`src/rtl/cpu_ctrl_if.sv`:
```
// Control/status bundle between the hardwired sequencer and the
// ArithmeticLogicUnitSystem datapath.
interface cpu_ctrl_if;
  logic [15:0] IROut;
  logic [3:0]  ALU_FlagsOut;
  logic [1:0]  State;
  logic        Mem_CS;
  logic        Mem_WR;
  logic        IR_Write;
  logic        IR_LH;
  logic        ALU_WF;
  logic [4:0]  ALU_FunSel;
  logic [2:0]  RF_OutASel;
  logic [2:0]  RF_OutBSel;
  logic [2:0]  RF_FunSel;
  logic [3:0]  RF_RegSel;
  logic [3:0]  RF_ScrSel;
  logic [2:0]  ARF_RegSel;
  logic [1:0]  ARF_FunSel;
  logic [1:0]  ARF_OutCSel;
  logic [1:0]  ARF_OutDSel;
  logic [1:0]  MuxASel;
  logic [1:0]  MuxBSel;
  logic [1:0]  MuxCSel;
  logic        MuxDSel;
  logic        DR_E;
  logic [1:0]  DR_FunSel;

  modport master (
    input  IROut, ALU_FlagsOut,
    output State, Mem_CS, Mem_WR, IR_Write, IR_LH,
    output ALU_WF, ALU_FunSel,
    output RF_OutASel, RF_OutBSel, RF_FunSel, RF_RegSel, RF_ScrSel,
    output ARF_RegSel, ARF_FunSel, ARF_OutCSel, ARF_OutDSel,
    output MuxASel, MuxBSel, MuxCSel, MuxDSel,
    output DR_E, DR_FunSel
  );

  modport slave (
    output IROut, ALU_FlagsOut,
    input  State, Mem_CS, Mem_WR, IR_Write, IR_LH,
    input  ALU_WF, ALU_FunSel,
    input  RF_OutASel, RF_OutBSel, RF_FunSel, RF_RegSel, RF_ScrSel,
    input  ARF_RegSel, ARF_FunSel, ARF_OutCSel, ARF_OutDSel,
    input  MuxASel, MuxBSel, MuxCSel, MuxDSel,
    input  DR_E, DR_FunSel
  );
endinterface

```
`src/rtl/cpu_control_sequencer.sv`:
```
// Hardwired FETCH_L/FETCH_H/EXEC sequencer for the 6-opcode subset
// (BRA, BNE, MOVL, ADD, STB, HLT); outputs decode from state and IR.
module cpu_control_sequencer (
  input  logic        Clock,
  input  logic        Reset,
  cpu_ctrl_if.master  bus
);

  typedef enum logic [1:0] {
    FETCH_L = 2'b00,
    FETCH_H = 2'b01,
    EXEC    = 2'b10,
    HALT    = 2'b11
  } state_e;

  state_e state_q, state_d;

  logic [5:0] opcode;
  logic [3:0] rd_oh;
  logic       unused_bits;

  assign opcode      = bus.IROut[15:10];
  assign rd_oh       = 4'b0001 << bus.IROut[9:8];
  assign unused_bits = ^{bus.IROut[7:6], bus.IROut[1:0],
                         bus.ALU_FlagsOut[2:0]};
  assign bus.State   = state_q;

  always_comb begin
    state_d         = state_q;
    bus.Mem_CS      = 1'b1;
    bus.Mem_WR      = 1'b0;
    bus.IR_Write    = 1'b0;
    bus.IR_LH       = 1'b0;
    bus.ALU_WF      = 1'b0;
    bus.ALU_FunSel  = 5'b0;
    bus.RF_OutASel  = 3'b0;
    bus.RF_OutBSel  = 3'b0;
    bus.RF_FunSel   = 3'b0;
    bus.RF_RegSel   = 4'b0;
    bus.RF_ScrSel   = 4'b0;
    bus.ARF_RegSel  = 3'b0;
    bus.ARF_FunSel  = 2'b0;
    bus.ARF_OutCSel = 2'b0;
    bus.ARF_OutDSel = 2'b0;
    bus.MuxASel     = 2'b0;
    bus.MuxBSel     = 2'b0;
    bus.MuxCSel     = 2'b0;
    bus.MuxDSel     = 1'b0;
    bus.DR_E        = 1'b0;
    bus.DR_FunSel   = 2'b0;
    // Outputs stay idle for as long as reset is held, even mid-instruction.
    if (Reset) begin
      unique case (state_q)
        FETCH_L, FETCH_H: begin
          bus.Mem_CS     = 1'b0;
          bus.IR_Write   = 1'b1;
          bus.IR_LH      = (state_q == FETCH_H);
          bus.ARF_RegSel = 3'b100;
          bus.ARF_FunSel = 2'b01;
          state_d = (state_q == FETCH_L) ? FETCH_H : EXEC;
        end
        EXEC: begin
          state_d = FETCH_L;
          case (opcode)
            6'h00: begin
              bus.MuxBSel    = 2'b11;
              bus.ARF_RegSel = 3'b100;
              bus.ARF_FunSel = 2'b10;
            end
            6'h01: begin
              if (!bus.ALU_FlagsOut[3]) begin
                bus.MuxBSel    = 2'b11;
                bus.ARF_RegSel = 3'b100;
                bus.ARF_FunSel = 2'b10;
              end
            end
            6'h02: begin
              bus.MuxASel   = 2'b11;
              bus.RF_FunSel = 3'b010;
              bus.RF_RegSel = rd_oh;
            end
            6'h03: begin
              bus.RF_OutASel = {1'b0, bus.IROut[5:4]};
              bus.RF_OutBSel = {1'b0, bus.IROut[3:2]};
              bus.ALU_FunSel = 5'b10100;
              bus.ALU_WF     = 1'b1;
              bus.RF_FunSel  = 3'b010;
              bus.RF_RegSel  = rd_oh;
            end
            6'h04: begin
              bus.RF_OutASel  = {1'b0, bus.IROut[9:8]};
              bus.ALU_FunSel  = 5'b10000;
              bus.ARF_OutDSel = 2'b10;
              bus.Mem_CS      = 1'b0;
              bus.Mem_WR      = 1'b1;
            end
            6'h05: state_d = HALT;
            default: ;
          endcase
        end
        HALT: ;
      endcase
    end
  end

  always_ff @(posedge Clock or negedge Reset) begin
    if (!Reset) begin
      state_q <= FETCH_L;
    end else begin
      state_q <= state_d;
    end
  end

endmodule

```
`src/flat_wrapper.sv`:
```
// flat-port wrapper written by rule: the top's interface ports become plain ports
module cpu_control_sequencer_flat 
  (Clock, Reset, bus_IROut, bus_ALU_FlagsOut, bus_State, bus_Mem_CS, bus_Mem_WR, bus_IR_Write, bus_IR_LH, bus_ALU_WF, bus_ALU_FunSel, bus_RF_OutASel, bus_RF_OutBSel, bus_RF_FunSel, bus_RF_RegSel, bus_RF_ScrSel, bus_ARF_RegSel, bus_ARF_FunSel, bus_ARF_OutCSel, bus_ARF_OutDSel, bus_MuxASel, bus_MuxBSel, bus_MuxCSel, bus_MuxDSel, bus_DR_E, bus_DR_FunSel);
  cpu_ctrl_if bus_i ();
  input  logic Clock;
  input  logic Reset;
  input wire logic [$bits(bus_i.IROut)-1:0] bus_IROut;
  input wire logic [$bits(bus_i.ALU_FlagsOut)-1:0] bus_ALU_FlagsOut;
  output wire logic [$bits(bus_i.State)-1:0] bus_State;
  output wire logic [$bits(bus_i.Mem_CS)-1:0] bus_Mem_CS;
  output wire logic [$bits(bus_i.Mem_WR)-1:0] bus_Mem_WR;
  output wire logic [$bits(bus_i.IR_Write)-1:0] bus_IR_Write;
  output wire logic [$bits(bus_i.IR_LH)-1:0] bus_IR_LH;
  output wire logic [$bits(bus_i.ALU_WF)-1:0] bus_ALU_WF;
  output wire logic [$bits(bus_i.ALU_FunSel)-1:0] bus_ALU_FunSel;
  output wire logic [$bits(bus_i.RF_OutASel)-1:0] bus_RF_OutASel;
  output wire logic [$bits(bus_i.RF_OutBSel)-1:0] bus_RF_OutBSel;
  output wire logic [$bits(bus_i.RF_FunSel)-1:0] bus_RF_FunSel;
  output wire logic [$bits(bus_i.RF_RegSel)-1:0] bus_RF_RegSel;
  output wire logic [$bits(bus_i.RF_ScrSel)-1:0] bus_RF_ScrSel;
  output wire logic [$bits(bus_i.ARF_RegSel)-1:0] bus_ARF_RegSel;
  output wire logic [$bits(bus_i.ARF_FunSel)-1:0] bus_ARF_FunSel;
  output wire logic [$bits(bus_i.ARF_OutCSel)-1:0] bus_ARF_OutCSel;
  output wire logic [$bits(bus_i.ARF_OutDSel)-1:0] bus_ARF_OutDSel;
  output wire logic [$bits(bus_i.MuxASel)-1:0] bus_MuxASel;
  output wire logic [$bits(bus_i.MuxBSel)-1:0] bus_MuxBSel;
  output wire logic [$bits(bus_i.MuxCSel)-1:0] bus_MuxCSel;
  output wire logic [$bits(bus_i.MuxDSel)-1:0] bus_MuxDSel;
  output wire logic [$bits(bus_i.DR_E)-1:0] bus_DR_E;
  output wire logic [$bits(bus_i.DR_FunSel)-1:0] bus_DR_FunSel;
  assign bus_i.IROut = bus_IROut;
  assign bus_i.ALU_FlagsOut = bus_ALU_FlagsOut;
  assign bus_State = bus_i.State;
  assign bus_Mem_CS = bus_i.Mem_CS;
  assign bus_Mem_WR = bus_i.Mem_WR;
  assign bus_IR_Write = bus_i.IR_Write;
  assign bus_IR_LH = bus_i.IR_LH;
  assign bus_ALU_WF = bus_i.ALU_WF;
  assign bus_ALU_FunSel = bus_i.ALU_FunSel;
  assign bus_RF_OutASel = bus_i.RF_OutASel;
  assign bus_RF_OutBSel = bus_i.RF_OutBSel;
  assign bus_RF_FunSel = bus_i.RF_FunSel;
  assign bus_RF_RegSel = bus_i.RF_RegSel;
  assign bus_RF_ScrSel = bus_i.RF_ScrSel;
  assign bus_ARF_RegSel = bus_i.ARF_RegSel;
  assign bus_ARF_FunSel = bus_i.ARF_FunSel;
  assign bus_ARF_OutCSel = bus_i.ARF_OutCSel;
  assign bus_ARF_OutDSel = bus_i.ARF_OutDSel;
  assign bus_MuxASel = bus_i.MuxASel;
  assign bus_MuxBSel = bus_i.MuxBSel;
  assign bus_MuxCSel = bus_i.MuxCSel;
  assign bus_MuxDSel = bus_i.MuxDSel;
  assign bus_DR_E = bus_i.DR_E;
  assign bus_DR_FunSel = bus_i.DR_FunSel;
  cpu_control_sequencer u_core (.Clock(Clock), .Reset(Reset), .bus(bus_i));
endmodule
```
`config.mk`:
```
export PLATFORM = sky130hd
export DESIGN_NAME = cpu_control_sequencer_flat
export DESIGN_NICKNAME = d
export VERILOG_FILES = /design/src/rtl/cpu_ctrl_if.sv /design/src/rtl/cpu_control_sequencer.sv /design/src/flat_wrapper.sv
export SDC_FILE = /design/constraint.sdc
export NUM_CORES = 1
export LEC_CHECK = 0
export CAP_MARGIN = 20
export CORE_ASPECT_RATIO = 0.75
export CORE_MARGIN = 2
export CORE_UTILIZATION = 24
export DETAILED_ROUTE_END_ITERATION = 8
export PLACE_DENSITY = 0.81
export SLEW_MARGIN = 20
export SYNTH_ARGS = -nofsm -noshare
export SYNTH_HDL_FRONTEND = slang
export SYNTH_SLANG_ARGS = --single-unit
```
`constraint.sdc`:
```
create_clock -name Clock -period 1.95 [get_ports Clock]
set_input_delay 0.39 -clock Clock [delete_from_list [all_inputs] [get_ports Clock]]
set_output_delay 0.39 -clock Clock [all_outputs]
set_load 0.005 [all_outputs]
```
## Word-level counts from Yosys, hierarchy flattened

Cells that the tools add are included.

| operators by class | value |
|---|---|
| eq/ne operators | 7 |
| shift-type cells | 1 |
| mux-type cells | 49 |
| reduce and logical (&&, ||, !) cells | 6 |

Operators with widths:

| operator | number |
|---|---|
| $mux 2 | 15 |
| $mux 3 | 8 |
| $pmux 2 s2 | 5 |
| $eq 6x2->1 const B | 2 |
| $eq 6x3->1 const B | 2 |
| $mux 1 | 12 |
| $mux 4 | 3 |
| $pmux 3 s2 | 2 |
| $mux 5 | 2 |
| $pmux 5 s2 | 1 |
| $eq 6x1->1 const B | 1 |
| $logic_not 6->1 | 1 |
| $reduce_or 2->1 | 2 |
| $shl 1x2->4 const A | 1 |
| $eq 2x1->1 const B | 1 |
| $eq 2x2->1 const B | 1 |
| $logic_not 2->1 | 1 |
| $pmux 1 s2 | 1 |
| $reduce_and 2->1 | 1 |
| $reduce_bool 2->1 | 1 |

| word-level totals | value |
|---|---|
| register bits | 2 |
| bits of input ports | 22 |
| output and inout bits | 48 |
| word-level logic and storage cells | 64 |

## Logic depth before layout (Yosys ltp)

Gate-level depths: netlist (run 1).

| logic depth | value |
|---|---|
| word-level depth | 5 |
| depth in mapped cells | 4 |
| gate-level depth less buffers | 4 |

## Worst setup path after synthesis (run 1)

OpenSTA, ideal clock, no wires.

| timing | value |
|---|---|
| path type | in2out |
| start | in bus_IROut[13] |
| end | out bus_ARF_OutDSel[1] |
| arrival | 1.554 ns |
| data required time | 1.560 ns |
| path slack | 0.006 ns |
| cell stages on the path | 4 |
| path buffers | 1 |
| path through | or4b_4 > or3_4 > nor2_1 > buf_4 |

| on the way | value |
|---|---|
| cells in the longest elaborated chain, start to end | 4 |

Ends and longest elaborated chain:

| element | RTL line | source |
|---|---|---|
| start, declared | flat_wrapper.sv:7 | `input wire logic [$bits(bus_i.IROut)-1:0] bus_IROut;` |
| $eq 6x3->1 | cpu_control_sequencer.sv:64 | `case (opcode)` |
| $mux 2 | cpu_control_sequencer.sv:64 |  |
| $mux 2 | cpu_control_sequencer.sv:53 | `unique case (state_q)` |
| $mux 2 | cpu_control_sequencer.sv:52 | `if (Reset) begin` |
| end, declared | flat_wrapper.sv:24 | `output wire logic [$bits(bus_i.ARF_OutDSel)-1:0] bus_ARF_OutDSel;` |

Every way passes these cells.

## Worst setup path after layout (run 1)

| timing | value |
|---|---|
| start | in bus_IROut[14] |
| end | out bus_RF_OutASel[0] |

| on the way | value |
|---|---|
| cells in the longest elaborated chain, start to end | 4 |
| elaborated cells on any way between the ends | 5 |
| classes of those cells | eq/ne (2); mux (3) |

Ends and longest elaborated chain:

| element | RTL line | source |
|---|---|---|
| $eq 6x3->1 / $eq 6x2->1 (equally long branches) | cpu_control_sequencer.sv:64 |  |
| $pmux 2 s2 (*) | cpu_control_sequencer.sv:64 |  |
| $mux 3 (*) | cpu_control_sequencer.sv:53 |  |
| $mux 3 (*) | cpu_control_sequencer.sv:52 |  |
| end, declared | flat_wrapper.sv:16 | `output wire logic [$bits(bus_i.RF_OutASel)-1:0] bus_RF_OutASel;` |

Every way passes the cells marked *; elsewhere a longest branch is shown, timed or not.

==> summary.md, run 1 <==
| Metric | Value |
|---|---|
| Status | finished with violations |
| Failing checks | setup timing |
| DR vias | 677 |
| Period utilisation layout | 1.11 |
| Finish-stage setup viols | 11 |
| Via-to-Cell Ratio | 4.23 |
| Final net count | 160 |
| Avg WL per Cell | 12.8 µm |
| TritonCTS Buffers | 3 |
| Antenna violations before repair | 0 |
| Layout cells sized above 1 | 0.581 |
| Routability congestion estimate | 0.676 |
| DP Worst Slack | -873 ps |
| DR iter-0 viols | 11 |
| MaxCap Viol Count | 0 |
| Post-layout min period | 2160 ps |
| Std-Cell Rows | 14 |
| PwrDens | 473 nW/µm² |
| Post-synth EDFFs | 0 |
| Max reg flops | 2 |
| CP max FO | 3 |
| Clock Latency Late Sink | 230 ps |
| Netlist cell types | 23 |
| Synth top cells by count | buf_4 (26), nand2_1 (6), and3_1 (5) |
| Die area | 2430 µm² |
| First-pass GRT wire length | 2700 µm |
| Routed WL | 2050 µm |
| Vias in the first global route | 637 |
| Max Root-Sink Buffers | 2 |
| Post-Syn Area per Cell | 7.02 µm² |
| # IOs | 70 |
| Flop and latch count out of synthesis | 2 |
| Initial Util | 0.251 |
| Post-synth top area share | 0.397 |
| Final Instance Area | 1120 µm² |
| Post-Place Cell Area | 900 µm² |
| Worst VDD drop | 0.416 mV |
| CTS tree | built |
| Most frequent cell after synthesis | buf_4 |
| Chip Width | 56.3 µm |
| Syn Inst Count | 70 |
| Core area | 1960 µm² |
| Main synth FF type | dfrtp_1 |
| IO Port Bufs | 40 |
| CTS Sinks | 2 |
| Die Ht | 43.2 µm |
| Final worst slack | -214 ps |
| TritonRoute pass-1 iters | 3 |
| Area grow syn2layout | 128% |
| Pins over their slew limit | 0 |
| FFs w/ async S/R, synth | 1.00 |
| DR DRC count | 0 |
| Synth top area cells | buf_4 (40%), dfrtp_1 (10%), and3_1 (6.4%) |
| Pleak | 0.586 nW |
| Post-Synthesis Cell Area | 492 µm² |
| # diodes | 0 |
| Global-route usage over all layers | 0.144 |
| Overflow after GRT | 0 |
| # H-tree levels | 1 |
| Crit path capture type | output pin |
| Crit path arrival time | 1770 ps |
| Hold buffer count at cts | 0 |
| Post-DRT Antenna Nets | 0 |
| DPL Wire Length | 1210 µm |
| Required time worst endpoint | 1560 ps |
| Clk_skew | 2.62 ps |
| Sequential share of the synthesized area | 0.102 |
| FMAX | 462 MHz |
| Hold Path Class | in2async |
| RSZ-0062 raised after global routing | true |
| Largest net degree at the start of global routing | 9 |
| Critical Path Start Type | input port |
| WS Path Type | in2out |
| YS warnings | 0 |
| Final Hold Viols | 0 |
| Post-synth top area cell | buf_4 |
| Root buffer cell | clkbuf_4 |
| Clock-pin slew on the worst setup and hold paths | 30 ps |
-- cell families after synthesis --
kind of cell | share of synthesized area
buffers and inverters | 0.435
AND/OR/NAND/NOR | 0.326
AO/OA/AOI/OAI | 0.130
flip-flops | 0.102
other | 0.00763
-- repair_timing --
action | 4_1_cts | 5_1_grt
pin swaps | 9 | 8
setup endpoints to repair | 24 | 18
gates resized for setup | 117 | 25
buffers inserted | 12 | 4
-- stage by stage --
stage / hold WS (ps) / TNS [ps] / power [mW] / utilization / cells
6_report: 291 / -1180 / 0.531 / 0.572 / 160
5_1_grt: 308 / -1910 / 0.569 / 0.572 / 160
4_1_cts: 194 / -1170 / 0.494 / 0.527 / 156
3_5_place_dp: 604 / -16430 / 0.365 / 0.459 / 141
3_3_place_gp: 601 / -16010 / 0.357 / 0.459 / 141
2_1_floorplan: 94.4 / 0 / 0.203 / - / 91
-- worst paths after layout --
check / start / depth (start not counted) / slack (ps) / endpoint
max: bus_IROut[14] / 6 / -210 / bus_RF_OutASel[0]
min: Reset / 3 / 290 / u_core.bus.State[1]
max reg2reg: u_core.bus.State[1] / 5 / 880 / u_core.bus.State[0]
min reg2reg: u_core.bus.State[1] / 2 / 620 / u_core.bus.State[1]
max in group asynchronous: Reset / 4 / 1450 / u_core.bus.State[0]
min in group Clock: u_core.bus.State[1] / 2 / 620 / u_core.bus.State[1]
-- layer usage --
layer,vias up,global-route usage,share of wire
li1,321,-,-
met1,321,0.151,0.38
met2,29,0.271,0.54
met3,6,0.0335,0.062
met4,0,0.0714,0.020
met5,-,0,0
-- worst max-delay path, cell delays in order --
cell,delay [ps]
buf_8,90
or4b_4,530
or3_4,350
buf_6,140
o22ai_2,130
buf_2,140
-- report_power, final --
| part | switching, mW | internal [mW] | total [mW] |
|---|---|---|---|
| registers | 0.00887 | 0.0605 | 0.0694 |
| clock network | 0.0271 | 0.0681 | 0.0952 |
| logic | 0.154 | 0.212 | 0.366 |
| total | 0.190 | 0.341 | 0.531 |
-- cell usage in the layout, fill, tap and decap left out, types with 3 or more instances in the layout --
master and instances:
clkbuf_4 3, inv_1 3, clkbuf_2 5, clkdlybuf4s50_1 12, nand2_1 5, buf_2 12, conb_1 22, buf_6 17
nor2_4 3, buf_4 19, dlygate4sd2_1 3, and3_4 3, o22ai_2 3
-- cell type report --
class,instances,area (µm²)
tap,24,30.0
inverter,4,15.0
multi-input combinational,58,424
clock buffer,3,22.5
timing repair buffer,69,581
fill,175,840
sequential,2,50.0
(Power assumes the default switching activity.)
==> run 2, diff against run 1 <==
--- a/config.mk
+++ b/config.mk
@@ -11,6 +11,7 @@
 export CORE_UTILIZATION = 24
 export DETAILED_ROUTE_END_ITERATION = 8
 export PLACE_DENSITY = 0.81
+export RECOVER_POWER = 25
 export SLEW_MARGIN = 20
 export SYNTH_ARGS = -nofsm -noshare
 export SYNTH_HDL_FRONTEND = slang
==> run 2 against run 1 <==
Against the previous run: highest routed layer unchanged; sequential cell count unchanged; final area decreased by 0.34%; non-clock buffer count unchanged; routed wire length decreased by 0.24%; the flow still finishes with violations (setup timing); via count increased by 0.30%; sequential power about the same.
==> summary.md, run 2 (same netlist as run 1, synthesis figures left out) <==
| Metric | Value |
|---|---|
| Overflow after GRT | 0 |
| WL met2 | 1110 µm |
| Die area | 2430 µm² |
| DR DRC count | 0 |
| CTS tree | built |
| Post-DRT Antenna Nets | 0 |
| Root buffer cell | clkbuf_4 |
| # placed instances | 141 |
| Commonest non-fill, non-tap cell in the layout | conb_1 |
| # H-tree levels | 1 |
| Clk_skew | 3.37 ps |
| Crit path capture type | output pin |
| Max Root-Sink Buffers | 2 |
| Setup TNS | -1280 ps |
| Fill cells | 177 |
| Clock Latency Late Sink | 230 ps |
| IO Port Bufs | 40 |
| CP max FO | 3 |
| # IOs | 70 |
| Final net count | 160 |
| DP Worst Slack | -873 ps |
| Global-route usage over all layers | 0.144 |
| # diodes | 0 |
| Metal-1 WL | 766 µm |
| Failing checks | setup timing |
| CP bufs+invs | 3 |
| Routability congestion estimate | 0.676 |
| Final Non-Filler Cells | 160 |
| Status | finished with violations |
| DR iter-0 viols | 10 |
| Core area | 1960 µm² |
| Max reg flops | 2 |
| DR top layer | met4 |
| Top cell family by delay on the critical path | simple AND/OR/NAND/NOR gates |
| Area grow syn2layout | 127% |
| FMAX | 463 MHz |
| Finish-stage setup viols | 12 |
| Layout cells sized above 1 | 0.574 |
| Required time worst endpoint | 1560 ps |
| TritonCTS Buffers | 3 |
| Post-Place Cell Area | 900 µm² |
| Pwr Total | 0.529 mW |
| Critical Path Start Type | input port |
| Final Instance Area | 1120 µm² |
| Largest net degree at the start of global routing | 9 |
| RSZ-0062 raised after global routing | true |
| Pins over their slew limit | 0 |
| DPL Wire Length | 1210 µm |
| Hold buffer count at cts | 0 |
| Worst path max stage delay | 530 ps |
| Worst VDD drop | 0.413 mV |
| Crit-path cells | buf_8 -> or4b_4 -> or3_4 -> buf_6 -> o22ai_2 -> buf_2 |
| Hold Path Class | in2async |
| Pleak | 0.583 nW |
| Vias in the first global route | 637 |
| Routed WL | 2040 µm |
| PwrDens | 473 nW/µm² |
| Antenna violations before repair | 0 |
| Hold WS | 336 ps |
| Final worst slack | -212 ps |
| Avg WL per Cell | 12.8 µm |
| Std-Cell Rows | 14 |
| DR vias | 679 |
| WS Path Type | in2out |
| Most frequent cells in the layout | conb_1 (22), buf_6 (17), buf_4 (17) |
| TritonRoute pass-1 iters | 3 |
| Initial Util | 0.251 |
| Via-to-Cell Ratio | 4.24 |
| Die Ht | 43.2 µm |
| DR WL met3 | 128 µm |
| Final Hold Viols | 0 |
| Period utilisation layout | 1.11 |
| Post-layout min period | 2160 ps |
| First-pass GRT wire length | 2700 µm |
| MaxCap Viol Count | 0 |
| Slowest-stage cell, CP | or4b_4 |
| Clock-pin slew on the worst setup and hold paths | 30 ps |
| Chip Width | 56.3 µm |
| CTS Sinks | 2 |
| Crit path arrival time | 1770 ps |
| Final core utilization | 0.570 |
-- run 2: per-layer routing --
layer | global-route usage | up-vias
met1 | 0.151 | 323
met5 | 0 | -
li1 | - | 321
met3 | 0.0335 | 6
met2 | 0.271 | 29
met4 | 0.0714 | 0
-- run 2: where the power goes --
group	internal [mW]	switching, mW	total [mW]	leakage [nW]
Combinational	0.211	0.153	0.365	0.545
Clock	0.0681	0.0267	0.0947	0.0138
Sequential	0.0605	0.00883	0.0693	0.0237
Total	0.340	0.189	0.529	0.583
-- run 2: worst paths after layout --
path / from / to / slack (ps) / cells after the start
setup reg to reg: u_core.bus.State[1] / u_core.bus.State[0] / 880 / 5
setup / recovery: bus_IROut[14] / bus_RF_OutASel[0] / -210 / 6
hold reg to reg: u_core.bus.State[1] / u_core.bus.State[1] / 630 / 2
min in group Clock: u_core.bus.State[1] / u_core.bus.State[1] / 630 / 2
hold / removal: Reset / u_core.bus.State[1] / 340 / 3
max in group asynchronous: Reset / u_core.bus.State[0] / 1270 / 4
-- run 2: worst min-delay path, delay by kind of cell --
kind	cells	cell delay, ps
buffers and inverters	3	550
-- run 2: repair_timing --
item | 4_1_cts | 5_1_grt
setup buffers | 12 | 4
pin swaps | 9 | 8
gates resized for setup | 117 | 25
gates cloned | 0 | 0
endpoints found under the hold margin | 0 | 0
endpoints found under the setup margin | 24 | 18
-- run 2: cell type report --
type                    instances  area (µm²)  share of cell area
clock buffers                   3        22.5              0.0201
multi-input cells              58         424               0.379
inverters                       4        15.0              0.0134
flip-flops and latches          2        50.0              0.0447
well taps                      24        30.0              0.0268
repair buffers                 69         577               0.516
==> run 3, diff against run 2 <==
--- a/config.mk
+++ b/config.mk
@@ -9,6 +9,7 @@
 export CORE_ASPECT_RATIO = 0.75
 export CORE_MARGIN = 2
 export CORE_UTILIZATION = 24
+export CTS_BUF_LIST = sky130_fd_sc_hd__clkbuf_4 sky130_fd_sc_hd__clkbuf_8
 export DETAILED_ROUTE_END_ITERATION = 8
 export PLACE_DENSITY = 0.81
 export RECOVER_POWER = 25
==> results of run 3 <==
The final DEF is identical to that of run 2; final timing and power are the same.
==> RTL change (settings of run 2) <==
Reset style: synchronous (`Reset`), changed in one clocked block.
--- a/src/rtl/cpu_control_sequencer.sv
+++ b/src/rtl/cpu_control_sequencer.sv
@@ -104,5 +104,5 @@
   end
 
-  always_ff @(posedge Clock or negedge Reset) begin
+  always_ff @(posedge Clock) begin
     if (!Reset) begin
       state_q <= FETCH_L;
Check against the original RTL: differs if Reset is asserted again (counterexample within 4 cycles, from zero or initial values and one cycle with Reset low); with Reset held inactive, the same outputs for 10 cycles.
==> RTL change against run 2 <==
The flow still finishes with violations (negative setup slack); final area down 11%; worst setup slack improved by 0.20 ns; largest cell class unchanged; count of clock-buffer cells in the layout unchanged; sequential cell count stayed put; register-to-register slack got worse by 0.02 ns; final cell count shrank 6.3%; area after synthesis up 3.3%; synthesized cell count stayed put; wire length decreased by 4.3%.
Power is not compared: it rests on default switching activity, and its combinational part moved more than twofold at a synthesized area within 25%.
==> RTL change: results (changes against run 2) <==
- Failing checks: negative setup slack
- Routability Congestion: 0.673 (-0.46%)
- Largest cells by area after synthesis: buf_4 38%, dfxtp_1 7.9%, nand4_4 4.2%
- Post-CTS sizing: 103 (-12%)
- Crit-path max FO: 5 (+2)
- RR Startpoint: u_core.bus.State[1]
- Post-synth cell types: 26 (+13%)
- Final setup vio count: 1 (-11)
- Gr usage total: 14.0% (-0.40 points)
- Clock skew: 0.00261 ns (-0.000764 ns)
- Port-buffer cells: 40 (unchanged)
- Mux cell area share after synthesis: 0% (unchanged)
- DP Area: 872 µm² (-3.1%)
- DRT iter0 DRCs: 11 (+1)
- TritonRoute pass-1 iters: 5 (+2)
- Share of cells above drive strength 1: 49.2% (-8.1 points)
- R2R depth: 3 (-2)
- Status: complete, but fails checks
- Crit path largest cell delay: 0.33 ns (-0.20 ns)
- # placed instances: 135 (-4.3%)
- Adder-Cell Fraction of Synth Area: 0% (unchanged)
- Routed vias: 666 (-1.9%)
- WL final: 1.95 mm (-4.3%)
- Synth top cells by count: 26 x buf_4, 5 x nand2_1, 3 x and3_1, 3 x nand3_1, 3 x nor2_1
- Setup TNS: -0.0108 ns (+1.27 ns)
- Post-synthesis sequential area ratio: 7.88% (-2.3 points)
- End of the critical path: bus_RF_RegSel[1]
- Synth async-reset ratio: 0% (-100 points)
- Hold_ws: 0.593 ns (+0.258 ns)
- First-pass GRT wire length: 2.73 mm (+1.0%)
- Largest net degree at the start of global routing: 9 (unchanged)
- Ys flop type: dfxtp_1
- Vias in the first global route: 616 (-3.3%)
- Reg2reg setup slack: 0.86 ns (-0.02 ns)
- Pre-CTS setup slack: -0.713 ns (+0.161 ns)
- Worst setup margin: -0.0108 ns (+0.201 ns)
- Share of the synthesized area in compound gates (AO/OA/AOI/OAI): 10.1% (-2.9 points)
- CP Data Arrival Time: 1.57 ns (-0.20 ns)
[RTL change: power breakdown]
part / total, mW / switching [mW] / internal (mW)
sequential: 0.0510 / 0.00593 / 0.0451
combinational: 0.132 / 0.0604 / 0.0715
clock: 0.0904 / 0.0225 / 0.0679
total: 0.273 / 0.0888 / 0.184
[RTL change: final cells by class]
cell class | instances | area (µm²) | area share [%]
Tap cell | 24 | 30.0 | 3.00
Inverter | 2 | 12.5 | 1.25
Multi-Input combinational cell | 59 | 397 | 39.7
Clock buffer | 3 | 22.5 | 2.25
Timing Repair Buffer | 60 | 498 | 49.8
Sequential cell | 2 | 40.0 | 4.01
[RTL change: tightest hold or removal path, stage by stage (launching register included)]
cell and delay, ns:
dfxtp_1 0.33, buf_4 0.13, nand2_1 0.04, o21ai_0 0.06
[RTL change: routing by layer]
layer	GRT usage, %	wire (µm)
met1	15.9	711
met4	8.84	99
met5	0	0
met3	2.99	149
met2	24.1	993
